$ cat config.mk
export PLATFORM = sky130hd
export DESIGN_NAME = mem_stage
export DESIGN_NICKNAME = d
export VERILOG_FILES = /design/src/rtl/mem_stage_pkg.sv /design/src/rtl/mem_stage_load_extract.sv /design/src/rtl/mem_stage.sv
export SDC_FILE = /design/constraint.sdc
export NUM_CORES = 1
export LEC_CHECK = 0
export CORE_AREA = 2 2 211 213
export CTS_BUF_LIST = sky130_fd_sc_hd__clkbuf_4 sky130_fd_sc_hd__clkbuf_8
export DETAILED_ROUTE_END_ITERATION = 6
export DIE_AREA = 0 0 213 215
export PLACE_DENSITY_LB_ADDON = 0.08
export SLEW_MARGIN = 20
export SYNTH_ARGS = -nofsm -noshare
export SYNTH_HDL_FRONTEND = slang
export SYNTH_SLANG_ARGS = --single-unit
$ cat constraint.sdc
create_clock -name clk -period 11.03 [get_ports clk]
set_input_delay 2.206 -clock clk [delete_from_list [all_inputs] [get_ports clk]]
set_output_delay 2.206 -clock clk [all_outputs]
set_load 0.01 [all_outputs]
$ cat src/rtl/mem_stage_pkg.sv
// Shared EXE/MEM/WB bus field positions, widths and exception codes.
// Imported by every stage that packs or unpacks the EXE->MEM->WB buses.
package mem_stage_pkg;

    localparam int EXE_MEM_W = 231;
    localparam int MEM_WB_W  = 223;
    localparam int MEM_ID_W  = 39;

    // EXE->MEM bus layout above the writeback fields
    localparam int MEM_REQ_BIT = 230;
    localparam int VLO_HI      = 229;
    localparam int VLO_LO      = 228;
    localparam int LD_HI       = 227;
    localparam int LD_LO       = 223;

    // one-hot index inside ld_type
    localparam int LD_B  = 4;
    localparam int LD_H  = 3;
    localparam int LD_W  = 2;
    localparam int LD_BU = 1;
    localparam int LD_HU = 0;

    // writeback field positions
    localparam int GR_WE_BIT = 37;
    localparam int DEST_HI   = 36;
    localparam int DEST_LO   = 32;

    // exception / ertn flag positions
    localparam int EXC_A_HI  = 222;
    localparam int EXC_A_LO  = 217;
    localparam int EXC_B_HI  = 206;
    localparam int EXC_B_LO  = 204;
    localparam int INE_BIT   = 205;
    localparam int ERTN_BIT  = 171;
    localparam int EXC_C_BIT = 88;
    localparam int EXC_D_BIT = 87;

    localparam logic [5:0] ECODE_INT  = 6'h00;
    localparam logic [5:0] ECODE_ADEF = 6'h08;
    localparam logic [5:0] ECODE_ALE  = 6'h09;
    localparam logic [5:0] ECODE_SYS  = 6'h0b;
    localparam logic [5:0] ECODE_BRK  = 6'h0c;
    localparam logic [5:0] ECODE_INE  = 6'h0d;

    function automatic logic has_flush(input logic [MEM_WB_W-1:0] wb);
        return (|wb[EXC_A_HI:EXC_A_LO]) | (|wb[EXC_B_HI:EXC_B_LO])
             | wb[ERTN_BIT] | wb[EXC_C_BIT] | wb[EXC_D_BIT];
    endfunction

endpackage

$ cat src/rtl/mem_stage_load_extract.sv
// Load data extraction: byte/halfword select with sign or zero extend.
// Ports: ld_type (one-hot), vaddr_lo, rdata, alu_result in; result out.
module load_extract
    import mem_stage_pkg::*;
(
    input  logic [4:0]  ld_type,
    input  logic [1:0]  vaddr_lo,
    input  logic [31:0] rdata,
    input  logic [31:0] alu_result,
    output logic [31:0] result
);

    logic [31:0] shifted;
    logic [7:0]  byte_v;
    logic [15:0] half_v;

    assign shifted = rdata >> {vaddr_lo, 3'b000};
    assign byte_v  = shifted[7:0];
    assign half_v  = vaddr_lo[1] ? rdata[31:16] : rdata[15:0];

    always_comb begin
        result = alu_result;
        unique case (1'b1)
            ld_type[LD_B]:  result = {{24{byte_v[7]}}, byte_v};
            ld_type[LD_BU]: result = {24'h0, byte_v};
            ld_type[LD_H]:  result = {{16{half_v[15]}}, half_v};
            ld_type[LD_HU]: result = {16'h0, half_v};
            ld_type[LD_W]:  result = rdata;
            default:        result = alu_result;
        endcase
    end

endmodule

$ cat src/rtl/mem_stage.sv
// Memory stage: waits for in-order data responses, buffers early ones,
// drops responses belonging to flushed requests, extracts load data.
// Ports: EXE handshake/bus in, data_sram response in, WB handshake/bus
// out, ID bypass bus out, flush hint out to EXE.
module mem_stage
    import mem_stage_pkg::*;
#(
    parameter int CANCEL_W = 2
) (
    input  logic         clk,
    input  logic         reset,
    input  logic         EXE_to_MEM_valid,
    output logic         MEM_allowin,
    input  logic [230:0] EXE_to_MEM_bus,
    input  logic         EXE_req_inflight,
    input  logic         data_sram_data_ok,
    input  logic [31:0]  data_sram_rdata,
    input  logic         WB_allowin,
    input  logic         exec_flush,
    output logic         MEM_to_WB_valid,
    output logic [222:0] MEM_to_WB_bus,
    output logic [38:0]  MEM_to_ID_bus,
    output logic         MEM_flush_hint
);

    localparam logic [CANCEL_W:0] CNT_MAX = (CANCEL_W+1)'(2);

    logic                MEM_valid;
    logic [230:0]        bus_r;
    logic                buf_valid;
    logic [31:0]         rdata_buf;
    logic [CANCEL_W-1:0] cancel_cnt;

    logic        mem_req;
    logic [1:0]  vaddr_lo;
    logic [4:0]  ld_type;
    logic        is_load;
    logic        owned;
    logic        ready_go;
    logic        leave;
    logic [31:0] ld_word;
    logic [31:0] result;

    assign mem_req  = bus_r[MEM_REQ_BIT];
    assign vaddr_lo = bus_r[VLO_HI:VLO_LO];
    assign ld_type  = bus_r[LD_HI:LD_LO];
    assign is_load  = |ld_type;

    // a response is ours only once every cancelled request has drained
    assign owned    = data_sram_data_ok && (cancel_cnt == '0);
    assign ready_go = !mem_req | buf_valid | owned;
    assign leave    = MEM_valid & ready_go & WB_allowin;

    assign MEM_allowin     = !MEM_valid | (ready_go & WB_allowin);
    assign MEM_to_WB_valid = MEM_valid & ready_go & ~exec_flush;

    always_ff @(posedge clk) begin
        if (reset || exec_flush)
            MEM_valid <= 1'b0;
        else if (MEM_allowin)
            MEM_valid <= EXE_to_MEM_valid;
    end

    always_ff @(posedge clk) begin
        if (MEM_allowin && EXE_to_MEM_valid)
            bus_r <= EXE_to_MEM_bus;
    end

    always_ff @(posedge clk) begin
        if (reset)
            buf_valid <= 1'b0;
        else if (exec_flush || leave)
            buf_valid <= 1'b0;
        else if (owned && MEM_valid && mem_req)
            buf_valid <= 1'b1;
    end

    always_ff @(posedge clk) begin
        if (owned && MEM_valid && mem_req && !buf_valid)
            rdata_buf <= data_sram_rdata;
    end

    // outstanding responses to discard: MEM's own pending request (if
    // its data has not arrived) plus EXE's accepted one, netted
    // against a drop happening in the same cycle
    logic [CANCEL_W:0] cnt_inc;
    logic [CANCEL_W:0] cnt_dec;
    logic [CANCEL_W:0] cnt_sum;

    always_comb begin
        cnt_inc = '0;
        cnt_dec = '0;
        if (exec_flush)
            cnt_inc = (CANCEL_W+1)'(MEM_valid & mem_req & ~buf_valid & ~owned)
                    + (CANCEL_W+1)'(EXE_req_inflight);
        if (data_sram_data_ok && (cancel_cnt != '0))
            cnt_dec = (CANCEL_W+1)'(1);
        cnt_sum = {1'b0, cancel_cnt} + cnt_inc - cnt_dec;
        if (cnt_sum > CNT_MAX)
            cnt_sum = CNT_MAX;
    end

    always_ff @(posedge clk) begin
        if (reset)
            cancel_cnt <= '0;
        else
            cancel_cnt <= cnt_sum[CANCEL_W-1:0];
    end

    assign ld_word = buf_valid ? rdata_buf : data_sram_rdata;

    load_extract u_ext (
        .ld_type    (ld_type),
        .vaddr_lo   (vaddr_lo),
        .rdata      (ld_word),
        .alu_result (bus_r[31:0]),
        .result     (result)
    );

    assign MEM_to_WB_bus = {bus_r[222:32], result};

    assign MEM_to_ID_bus = {
        MEM_valid & is_load & ~ready_go,
        MEM_valid & bus_r[GR_WE_BIT],
        bus_r[DEST_HI:DEST_LO],
        result
    };

    assign MEM_flush_hint = MEM_valid & has_flush(bus_r[222:0]);

endmodule

# After elaboration in Yosys (flattened, before gate mapping)
# Index checks and enable logic that the tools add are counted.
# classes
addsub,3
order_cmp,1
shift,1
muxes,6
bitwise_logic,22
n_reduce_logical,18
# ops
cell,n
$pmux 32 s5,1
$mux 32,1
$shr 32x5->8,1
$mux 16,1
$and 1x1->1,9
$or 1x1->1,7
$logic_and 1x1->1,6
$not 1->3,2
$reduce_or 6->1,1
$reduce_or 5->1,1
$reduce_or 2->1,2
$add 2x3->3,1
$add 3x1->3,1
$and 1x3->3,1
$and 3x3->3,1
$gt 3x2->1 const B,1
$logic_not 1->1,3
$mux 3,1
$reduce_or 3->1,1
$sub 3x1->3,1
$logic_not 2->1,1
$logic_or 1x1->1,2
$mux 2,1
$not 1->1,2
2 further kinds,2
# word_totals
ff_bits,267
in_bits,270
output_inout_bits,265
elab_cells,57

# Depth between registers and ports, before layout
# logic_depth
ltp_word,10
mapped_depth,12
ltp_nobuf,11

# Cells and area by module
# From an unflattened synthesis, not the netlist that was laid out.
# hier_totals
cells_unflattened,725
hier_area_um2,11380.9
# modules_own_cells
module,instances,cells_per_inst,area_each_um2,seq_area_each_um2
mem_stage,1,565,10362.4,7977.7
load_extract,1,160,1018.5,0.0

# Least setup slack after synthesis
# No wires, ideal clock.
# synth_timing
kind,input to register
startpoint,in data_sram_data_ok
endpoint,"reg bus_r[0], enable pin"
setup_time_ns,0.619
arrival_ns,8.314
t_required_ns,10.411
setup_slack_ns,2.096
stages,4
path_buffers,0
path_cell_list,nor3b_1 > nor3b_1 > o21ai_0 > and2_1
# synth_via
elab_chain_len,5
# synth_rtl
item,line_no,rtl
from (decl),mem_stage.sv:16,"input logic data_sram_data_ok,"
$logic_and 1x1->1,mem_stage.sv:50,assign owned = data_sram_data_ok && (cancel_cnt == '0);
$or 1x1->1,mem_stage.sv:51,assign ready_go = !mem_req | buf_valid | owned;
$and 1x1->1,mem_stage.sv:54,assign MEM_allowin = !MEM_valid | (ready_go & WB_allowin);
$or 1x1->1,mem_stage.sv:54,
named net MEM_allowin,mem_stage.sv:13,"output logic MEM_allowin,"
$logic_and 1x1->1,mem_stage.sv:65,if (MEM_allowin && EXE_to_MEM_valid)
to (signal assigned),mem_stage.sv:66,bus_r <= EXE_to_MEM_bus;
to (decl),mem_stage.sv:29,logic [230:0] bus_r;
# The timed path passes the listed nets, and every way through them passes these cells.
# A chain may end at the register's enable or synchronous reset.

# Worst setup path after layout
# layout_timing
startpoint,in data_sram_rdata[31]
endpoint,out MEM_to_ID_bus[24]
# layout_via
elab_chain_len,3
elab_cells_between_ends,4
cone_classes,shift: 1; mux: 3
# layout_rtl
item,line_no,rtl
from (decl),mem_stage.sv:17,"input logic [31:0] data_sram_rdata,"
$mux 32 *,mem_stage.sv:110,assign ld_word = buf_valid ? rdata_buf : data_sram_rdata;
$shr 32x5->8 or $mux 16 (tied branches),"mem_stage_load_extract.sv:17, mem_stage_load_extract.sv:19",
$pmux 32 s5 *,mem_stage_load_extract.sv:23,unique case (1'b1)
to (decl),mem_stage.sv:22,"output logic [38:0] MEM_to_ID_bus,"
# Every way passes the cells marked *; elsewhere a longest branch is shown, timed or not.

==> results by group <==
Logic synthesis
  – FF+latch count, synth: 267
  – Avg Cell Area, Syn: 15.5 um2
  – Post-synth ARST share: 0%
  – Ranking of synthesized cells by area: edfxtp_1, buf_4, mux2i_1, a31oi_1, nor2_1
  – Sequential area share after synthesis: 70.8%
  – Synth warn: 0
  – Post-Syn Area: 0.0113 mm2
  – Post-Synthesis Cells: 725
  – Synth area leader: edfxtp_1
  – Synth cell types: 43
  – Mapped Nets: 1000
  – Post-synth top cells: edfxtp_1, buf_4, nor2_1
  – Post-synth top flop: edfxtp_1
  – Yosys top cell area share: 70.1%
  – Most frequent cell after synthesis: edfxtp_1
  – EDFF count, synth: 263

Die
  – Chip width: 213 um
  – DIE HEIGHT: 215 um
  – Ports: 535
  – Initial core utilization: 25.8%
  – Row cnt: 77
  – Core area: 0.0436 mm2
  – Die area: 0.0458 mm2

Timing
  – Skew final: 18.1 ps
  – Tcrit/Tclk final: 62.6%
  – Tmin final: 6910 ps
  – Final slew viol count: 0
  – Slew HR: 24.9%
  – Final setup violation count: 0
  – Worst Tran Pin Value: 1120 ps
  – Hold WS: 563 ps
  – RSZ-0062 raised after global routing: no
  – Fin. Hold Viols: 0
  – Fin Setup TNS: 0 ps
  – Fmax: 145 MHz

CTS
  – Max clock buf depth: 3
  – Sink Count: 267
  – # H-tree levels: 2
  – Num CTS Buffers: 51
  – Root cell of the clock tree: clkbuf_8
  – Clock transition at the registers of the reported paths: 60 ps
  – Post-CTS setup buffers: 0
  – Cts repair resizes: 0
  – Hold_buf cts: 0
  – CTS tree: done
  – Clock insertion delay at the later pin of the skew report: 620 ps

Finish
  – Finished Layout Cells: 1704
  – Register area: 0.00798 mm2
  – Share of cells above drive strength 1: 9.37%
  – Fill cells: 4187
  – Nets: 1345
  – Synth-to-layout area growth: 46.9%
  – Multi-input logic area: 0.00144 mm2

Worst setup path
  – Slowest cell on crit path: clkdlybuf4s50_1
  – Worst-path maximum fanout: 16
  – Worst stage delay on the critical path: 600 ps
  – Critical path class: in2out
  – Worst path bufs/invs: 2
  – Critical path capture point type: output port
  – Crit-path cells: clkdlybuf4s50_1 -> mux2i_1 -> mux2i_1 -> nand2_1 -> a41oi_1 -> clkdlybuf4s50_1
  – Crit path max-delay family: buffers and inverters
  – CP Launch Type: input pin
  – Worst EP arrival: 4700 ps
  – Data required, critical path: 8820 ps

Routing
  – Antenna-violating nets left: 0
  – Iteration-0 DRC Markers: 263
  – DR WL/cell: 21.3 um
  – Routed via count: 6862
  – DRC: 0
  – Routed WL: 36.2 mm
  – DRT Pass-1 Iters: 5
  – Vias per cell: 4.03

Pwr
  – PwrDens: 155 mW/mm2
  – Static Leakage: 5.67 nW
  – Maximum VDD drop: 0.109 mV

Job
  – Max_cap viols: 0

Global routing
  – Initial antenna violation count: 3
  – First-pass GRT wire length: 50.4 mm
  – Total grt overflow: 0
  – Number of global-route vias before repair: 7209
  – GRT Resource Usage Total: 15.4%
  – Pin count of the biggest net entering global routing: 77

Worst hold path
  – Hold WC Path Type: reg2reg

Outcome
  – Outcome: finished clean

Placement
  – PortBufs: 534
  – RD Place Congestion: 0.765
  – DP HPWL: 27.3 mm
  – Cells after DPL: 1609
-- cell type report --
class	instances	area share [%]
Clock inverter	24	0.854
Antenna cell	2	0.0302
Clock buffer	69	5.06
Tap cell	592	4.48
Timing Repair Buffer	540	32.6
Inverter	6	0.136
Multi-Input combinational cell	204	8.67
Sequential cell	267	48.2
-- registers in the layout (all words and copies together) (netlist names) --
register    cells
buf_valid       1
rdata_buf      32
MEM_valid       1
cancel_cnt      2
bus_r         231
-- logic make-up after synthesis --
logic type      synth area share [%]
flops                           70.8
buf+inv                         16.5
mux                             3.22
fa+ha+maj                      0.622
simple gates                    3.49
xor+xnor                      0.0778
compound gates                  5.26
-- worst paths after layout --
check | slack [ps] | from | cells after the start | to
max | 4120 | data_sram_rdata[31] | 6 | MEM_to_ID_bus[24]
min | 560 | MEM_valid$_SDFFE_PP0N_ | 1 | buf_valid$_SDFFE_PP0P_
max reg2reg | 7800 | buf_valid$_SDFFE_PP0P_ | 5 | bus_r[106]$_DFFE_PP_
min reg2reg | 560 | MEM_valid$_SDFFE_PP0N_ | 1 | buf_valid$_SDFFE_PP0P_
-- worst reg2reg max path: cells and delay by family (launching register included) --
kind | cells | cell delay (ps)
AOI/OAI and AO/OA | 1 | 320
buffers and inverters | 2 | 1380
DFF | 1 | 310
and+or+nand+nor | 2 | 770
-- metrics by stage --
stage | instance area, um2 | util, % | worst slack [ps] | total power (W)
finish | 16600 | 37.9 | 4120 | 0.00257
global route | 16500 | 37.9 | 4000 | 0.00268
CTS | 16500 | 37.9 | 4120 | 0.00262
detailed placement | 15600 | 35.7 | 4150 | 0.00163
global placement | 15600 | 35.7 | 4130 | 0.00163
floorplan | 11300 | - | 2100 | 0.00143
-- power breakdown --
group          switching [W]  internal, W
logic               0.000164     0.000232
registers          0.0000205      0.00119
clock network       0.000443     0.000517
-- placed cells by master (no fill, tap or decap), types with 2 or more instances in the layout --
cell | synthesis | final
nor2_1 | 34 | 34
nor3_1 | 2 | 2
nand3_1 | 4 | 4
dfxtp_1 | 4 | 3
mux2_2 | 10 | 10
clkbuf_8 | 0 | 51
mux2i_1 | 25 | 25
a31oi_1 | 22 | 22
clkbuf_4 | 0 | 18
or2_2 | 5 | 6
and2_1 | 4 | 3
clkinv_1 | 0 | 15
ha_1 | 4 | 4
inv_1 | 6 | 6
diode_2 | 0 | 2
clkinv_2 | 0 | 5
o21ai_0 | 3 | 3
nor2b_1 | 2 | 2
a41oi_1 | 11 | 11
a22oi_1 | 8 | 8
o2bb2a_1 | 3 | 3
nor3b_1 | 3 | 2
o2111ai_1 | 3 | 3
a21oi_1 | 11 | 11
edfxtp_1 | 263 | 263
o22a_1 | 7 | 7
a2bb2oi_1 | 4 | 4
o21a_1 | 2 | 2
inv_8 | 0 | 2
nand2_1 | 12 | 12
clkdlybuf4s50_1 | 0 | 534
nand2b_1 | 9 | 9
o21ai_1 | 2 | 2
buf_4 | 229 | 6
nor4_1 | 3 | 3
-- per-layer routing --
metal  wire (um)  up-vias  GRT usage [%]  share of wire (%)
li1            -     3149              -                  -
met1       13100     3295           16.6                 36
met2       17900      348           26.0                 49
met3        4220       64           7.91                 12
met4         898        6           5.38                2.5
met5          43        -              0               0.12
No activity file was read; power rests on OpenSTA's default activity.
